File: src/rtl/fft_bitrev_buffer.sv
// Bit-reversal reorder buffer that sits in front of the radix-2 DIT butterflies.
// It collects one natural-order frame and stores each sample at its bit-reversed
// address. It then replays the frame in address order, so position j carries x[bitrev(j)].
module fft_bitrev_buffer #(
    parameter int N      = 8,
    parameter int DATA_W = 16
) (
    input  logic                 clk,
    input  logic                 rst,
    input  logic                 in_valid,
    output logic                 in_ready,
    input  logic [DATA_W-1:0]    in_re,
    input  logic [DATA_W-1:0]    in_im,
    input  logic                 in_last,
    output logic                 out_valid,
    input  logic                 out_ready,
    output logic [DATA_W-1:0]    out_re,
    output logic [DATA_W-1:0]    out_im,
    output logic [$clog2(N)-1:0] out_idx,
    output logic                 out_last,
    output logic                 err_frame
);
    localparam int unsigned LOG2N = $clog2(N);
    localparam logic [LOG2N-1:0] LAST_IDX = LOG2N'(N - 1);

    typedef enum logic {
        FILL,
        DRAIN
    } state_t;

    state_t state, state_nxt;

    logic [LOG2N-1:0]    wr_cnt;
    logic [LOG2N-1:0]    rd_cnt;
    logic [2*DATA_W-1:0] mem [N];

    logic in_xfer, out_xfer, wr_at_end, rd_at_end;

    function automatic logic [LOG2N-1:0] bitrev(input logic [LOG2N-1:0] k);
        logic [LOG2N-1:0] r;
        r = '0;
        for (int unsigned i = 0; i < LOG2N; i++) begin
            r[i] = k[LOG2N-1-i];
        end
        return r;
    endfunction

    assign in_xfer   = in_valid && in_ready;
    assign out_xfer  = out_valid && out_ready;
    assign wr_at_end = (wr_cnt == LAST_IDX);
    assign rd_at_end = (rd_cnt == LAST_IDX);

    // State register
    always_ff @(posedge clk) begin
        if (rst) begin
            state <= FILL;
        end else begin
            state <= state_nxt;
        end
    end

    // Next-state: a full frame moves to DRAIN, and the last accepted output returns to FILL
    always_comb begin
        state_nxt = state;
        case (state)
            FILL:  if (in_xfer && wr_at_end)   state_nxt = DRAIN;
            DRAIN: if (out_xfer && rd_at_end)  state_nxt = FILL;
            default: state_nxt = FILL;
        endcase
    end

    // Outputs: the read side is a direct view of mem[rd_cnt] while draining, so it holds while stalled
    always_comb begin
        in_ready  = 1'b0;
        out_valid = 1'b0;
        out_re    = '0;
        out_im    = '0;
        out_last  = 1'b0;
        out_idx   = rd_cnt;
        case (state)
            FILL:  in_ready = 1'b1;
            DRAIN: begin
                out_valid        = 1'b1;
                {out_re, out_im} = mem[rd_cnt];
                out_last         = rd_at_end;
            end
            default: ;
        endcase
    end

    // Pointers and framing-error pulse; a short frame rewinds the write pointer and drops its data
    always_ff @(posedge clk) begin
        if (rst) begin
            wr_cnt    <= '0;
            rd_cnt    <= '0;
            err_frame <= 1'b0;
        end else begin
            err_frame <= 1'b0;
            if (in_xfer) begin
                if (wr_at_end) begin
                    wr_cnt    <= '0;
                    err_frame <= !in_last;
                end else if (in_last) begin
                    wr_cnt    <= '0;
                    err_frame <= 1'b1;
                end else begin
                    wr_cnt <= wr_cnt + LOG2N'(1);
                end
            end
            if (out_xfer) begin
                rd_cnt <= rd_cnt + LOG2N'(1);
            end
        end
    end

    // Sample storage at the bit-reversed address (contents intentionally not reset)
    always_ff @(posedge clk) begin
        if (in_xfer && !rst) begin
            mem[bitrev(wr_cnt)] <= {in_re, in_im};
        end
    end

endmodule

File: config.mk
export PLATFORM = sky130hd
export DESIGN_NAME = fft_bitrev_buffer
export DESIGN_NICKNAME = d
export VERILOG_FILES = /design/src/rtl/fft_bitrev_buffer.sv
export SDC_FILE = /design/constraint.sdc
export NUM_CORES = 1
export LEC_CHECK = 0
export CELL_PAD_IN_SITES_DETAIL_PLACEMENT = 0
export CELL_PAD_IN_SITES_GLOBAL_PLACEMENT = 1
export CORE_MARGIN = 4
export CORE_UTILIZATION = 40
export DETAILED_ROUTE_END_ITERATION = 8
export PLACE_DENSITY = 0.7
export SLEW_MARGIN = 10
export SYNTH_ARGS = -nofsm -noshare
export SYNTH_HDL_FRONTEND = slang
export SYNTH_SLANG_ARGS = --single-unit
File: constraint.sdc
create_clock -name clk -period 6.8 [get_ports clk]
set_clock_uncertainty 0.2 [all_clocks]
set_input_delay 1.36 -clock clk [delete_from_list [all_inputs] [get_ports clk]]
set_output_delay 1.36 -clock clk [all_outputs]
set_load 0.03 [all_outputs]
==> flow_summary.ini, run 1 <==
[die]
fp.dieArea_mm2 = 0.0283
fp.coreArea_mm2 = 0.0253
die_w_um = 168
io_pins = 76
die_y_um = 168
row_count = 58
start_util_pct = 40.7

[critical_path]
arrival_ns = 3.48
r2r_slack_ns = 4.29
rr_worst_depth = 3
worstSetupPathType = register to output port
startpoint_type = register
required_ns = 5.24
r2r_start = state
endpoint_kind = output port
critPathMaxFanout = 48
r2r-end = mem[0][20]

[placed_design]
numPortBuffers = 75
gp_congestion = 0.694
dp.cells = 851
dp_hpwl_mm = 10.3
dpl_cell_area_mm2 = 0.0113

[global_routing]
grt_pass1_vias = 5157
grt_overflow = 0
grt_max_degree = 65
grt_pass1_wl_mm = 30.7
track_usage_pct = 14.1
grt_antenna_before_repair = 1

[clock_tree]
clock_sinks = 267
hold_buffers = 0
clock_latency_ns = 0.52
ctsLongestPathBuffers = 3
cts_max_level = 1
cts_buffers = 27
cts_tree = built
cts_root_buffer = clkbuf_16
cts_resized = 0
post_cts_buffers = 0
clkTransAtPathRegs_ns = 0.06

[routing]
wl_mm = 20.0
num_vias = 4704
avgViaCountPerCell = 5.25
routedWlPerCell_um = 22.3
dr.pass1.iters = 5
route.detailed.drc = 0
ant_nets = 0
first_iter_violations = 256

[finish]
final_cell_mix = edfxtp_1, clkdlybuf4s50_1, mux4_2, nor2_1, mux2i_1
final_common_cell = edfxtp_1
drive_above_1_share_pct = 19.1
area_growth_pct = 17.7
fillCellCount = 2089
nets = 596
num_antenna_cells = 0
final_cells = 896
design_area_mm2 = 0.0121

[timing]
relSlewSlack_pct = 26.4
tightestPinTransition_ns = 1.10
fmax_mhz = 198
tns_ns = 0
finalMaxSlewViolations = 0
finalSetupViolations = 0
fin_crit_ns = 5.04
period_share_pct = 74.1
rsz0062_at_grt = no
hold_viol = 0

[synth]
synth.distinct_cells = 23
synth_warnings = 0
synth-seq-area-share_pct = 77.0
syn_inst = 466
synthesis.area_per_instance_um2 = 22.0
syn_nets = 512
netlist_area_mm2 = 0.0103
synth_seq_cells = 267

[hold_path]
min_path_cells = 2
hp-start = out_idx[2]
hp-class = register to register

[run]
drv_cap = 0

[power]
leakage_nw = 3.64
vdd_drop_max_v = 0.000133
power.density_mw_per_mm2 = 265

[status]
status = completed
cells by family (layout without fill, tap and decap cells):
family / count (synthesis) / after routing / synth area share (%)
fa+ha+maj: 9 / 9 / 1.10
compound gates: 7 / 7 / 0.378
xor+xnor: 2 / 2 / 0.171
mux: 96 / 96 / 17.1
simple gates: 58 / 58 / 2.56
buf+inv: 27 / 127 / 1.69
flops: 267 / 267 / 77.0
worst max-delay path by stage:
| stage | startpoint | slack [ns] | depth (start not counted) | to |
|---|---|---|---|---|
| after floorplan | rst | 3.61 | 3 | mem[0][0] |
| after global placement | register | 2.20 | 5 | out_re[7] |
| after detailed placement | register | 2.20 | 5 | out_re[7] |
| after CTS | register | 1.63 | 5 | out_re[7] |
| after global routing | register | 1.45 | 5 | out_re[7] |
| final | register | 1.76 | 5 | out_re[7] |
metal layers:
| layer | vias to the layer above | global-route usage (%) | wire length (µm) |
|---|---|---|---|
| met5 | - | 0 | 13 |
| met4 | 2 | 3.07 | 298 |
| met3 | 26 | 3.08 | 1290 |
| met2 | 124 | 23.1 | 9850 |
| met1 | 2479 | 19.8 | 8500 |
| li1 | 2073 | - | - |
synth_stat cells (all sizes together):
cell | n | area [µm²]
nor2 | 35 | 131
nand2 | 6 | 22.5
nand3 | 2 | 10.0
clkbuf | 5 | 18.8
buf | 18 | 140
nand2b | 1 | 6.26
and3 | 3 | 18.8
edfxtp | 256 | 7690
dfxtp | 11 | 220
or4b | 1 | 10.0
a21oi | 6 | 30.0
inv | 4 | 15.0
xor2 | 1 | 8.76
xnor2 | 1 | 8.76
or4 | 2 | 15.0
nor3 | 2 | 10.0
mux4 | 64 | 1440
ha | 9 | 113
and2 | 6 | 38.8
a311oi | 1 | 8.76
mux2i | 32 | 320
through the flow:
stage	hold WS (ns)	total power [mW]	setup WS [ns]	utilization [%]
2_1_floorplan	0.265	1.88	3.61	-
3_3_place_gp	0.286	1.92	2.20	44.8
3_5_place_dp	0.292	1.92	2.20	44.8
4_1_cts	0.303	3.23	1.63	47.9
5_1_grt	0.337	3.32	1.45	47.9
6_report	0.308	3.20	1.76	47.9
area by class of cell:
| cell class | count | area, µm² | area share [%] |
|---|---|---|---|
| repair buffers | 78 | 773 | 6.39 |
| multi-input cells | 172 | 2200 | 18.2 |
| clock inverters | 12 | 72.6 | 0.600 |
| inverters | 4 | 15.0 | 0.124 |
| clock buffers | 33 | 698 | 5.77 |
| well taps | 330 | 413 | 3.41 |
| flip-flops and latches | 267 | 7920 | 65.5 |
registers in the layout, summed over array words and instances (netlist names), named ones only:
name,flops
mem,256
wr_cnt,3
out_idx,3
state,1
err_frame,1
power by group:
part           internal [mW]  leakage [nW]  switching, mW  total, mW
clock                  0.755         0.374          0.559       1.31
sequential              1.82          2.40        0.00338       1.82
combinational         0.0315         0.864         0.0379     0.0694
worst max-delay path: stages (launching register included):
cell             delay [ns]
dfxtp_4                0.98
buf_4                  0.48
mux4_2                 0.55
mux2i_1                0.15
nor2_1                 0.11
clkdlybuf4s50_1        0.64
No activity file was read; power rests on OpenSTA's default activity.
==> run 2: changes to the inputs <==
clock period = 4.7 ns   (was 6.8 ns; I/O delays follow)
==> flow_summary.ini, run 2 (synthesis results as in run 1) <==
[hold_path]
whs_endpoint = wr_cnt[1]
min_path_cells = 2
hp-class = register to register
hp-start = wr_cnt[1]

[global_routing]
grt_overflow = 0
grt_pass1_wl_mm = 30.7
grt_max_degree = 35
track_usage_pct = 14.1
grt_pass1_vias = 5148
grt_antenna_before_repair = 1

[die]
die_y_um = 168
fp.coreArea_mm2 = 0.0253
fp.dieArea_mm2 = 0.0283
die_w_um = 168
row_count = 58
io_pins = 76
start_util_pct = 40.7

[critical_path]
r2r-end = mem[3][8]
critPathMaxFanout = 22
required_ns = 3.56
startpoint_type = register
path_cells = buf_12, mux4_2, mux2i_1, nor2_1, clkdlybuf4s50_1
r2r_slack_ns = 2.27
critical_path.max_stage_delay_ns = 0.65
worstSetupPathType = register to output port
crit_buf_inv = 2
arrival_ns = 2.90
path_delay_family = buffers and inverters
rr_worst_depth = 4
endpoint_kind = output port
r2r_start = state
slowest_stage = dfxtp_4

[status]
status = completed

[timing]
fmax_mhz = 248
relSlewSlack_pct = 41.8
tns_ns = 0
finalMaxSlewViolations = 0
hold_slack_ns = 0.307
period_share_pct = 85.9
finalSetupViolations = 0
rsz0062_at_grt = no
fin_crit_ns = 4.04
hold_viol = 0
tightestPinTransition_ns = 0.873

[power]
p_int_mw = 3.94
leakage_nw = 3.79
pwr-share-clk_pct = 43.5
swShare_pct = 18.6
power.density_mw_per_mm2 = 392
power_frac_seq_pct = 54.4
pwr-share-comb_pct = 2.1
vdd_drop_max_v = 0.000188
power_switching_mw = 0.900

[finish]
num_antenna_cells = 0
largest_register_ff_count = 256
fillCellCount = 2083
final_cell_mix = edfxtp_1, clkdlybuf4s50_1, mux4_2, nor2_1, mux2i_1
final_util_pct = 48.9
nets = 612
drive_above_1_share_pct = 22.9
final_common_cell = edfxtp_1
area_growth_pct = 20.2
top_register = mem

[routing]
route.detailed.drc = 0
routedWlPerCell_um = 21.5
dr.pass1.iters = 4
avgViaCountPerCell = 5.15
first_iter_violations = 357
num_vias = 4719
ant_nets = 0
wl_mm = 19.7

[run]
drv_cap = 0

[placed_design]
dp_hpwl_mm = 11.7
numPortBuffers = 75
gp_congestion = 0.714

[clock_tree]
cts_buffers = 27
cts_max_level = 1
clkTransAtPathRegs_ns = 0.06
clock_latency_ns = 0.53
ctsLongestPathBuffers = 3
clock_sinks = 267
cts_root_buffer = clkbuf_16
cts_resized = 0
post_cts_buffers = 0
hold_buffers = 0
cts_tree = built
[run 2: final cells by class]
class                           count  area (µm²)  share of cell area [%]
Sequential cell                   267        7920                    64.1
Inverter                            4        15.0                   0.122
Multi-Input combinational cell    172        2200                    17.8
Clock buffer                       28         679                    5.50
Tap cell                          330         413                    3.34
Timing Repair Buffer               94         918                    7.44
Clock inverter                     21         200                    1.62
[run 2: worst max path at each step]
stage	endpoint	slack, ns	cells past startpoint
after global placement	out_re[7]	1.13	5
after global routing	out_re[7]	0.44	5
after CTS	out_re[7]	0.57	5
after floorplan	mem[0][0]	1.93	3
final	out_re[13]	0.66	5
after detailed placement	out_re[7]	1.14	5
[run 2: routing by layer]
layer	global-route usage, %	part of all wire (%)
met4	3.56	1.5
met5	0	0.056
met3	2.70	7.4
met2	22.8	48
met1	19.9	43
[run 2: power by group through the flow]
| stage | Combinational, mW | Clock [mW] | Sequential (mW) |
|---|---|---|---|
| after floorplan | 0.0331 | 0 | 2.68 |
| after global placement | 0.0989 | 0 | 2.68 |
| after detailed placement | 0.104 | 0 | 2.68 |
| after CTS | 0.104 | 2.15 | 2.63 |
| after global routing | 0.113 | 2.26 | 2.63 |
| final | 0.102 | 2.10 | 2.63 |
[run 2: per-stage QoR]
| stage | area (µm²) | instances | power (mW) | worst slack, ns |
|---|---|---|---|---|
| 4_1_cts | 12300 | 916 | 4.88 | 0.569 |
| 6_report | 12300 | 916 | 4.84 | 0.663 |
| 3_3_place_gp | 11500 | 867 | 2.78 | 1.13 |
| 2_1_floorplan | 10300 | 466 | 2.72 | 1.93 |
| 3_5_place_dp | 11500 | 867 | 2.79 | 1.14 |
| 5_1_grt | 12300 | 916 | 5.00 | 0.440 |
[run 2: worst register-to-register path, stage by stage (launching register included)]
cell and delay [ns]:
dfxtp_1 0.38, nand2b_1 0.29, nor2_1 0.26, and3_2 0.68, buf_4 0.31
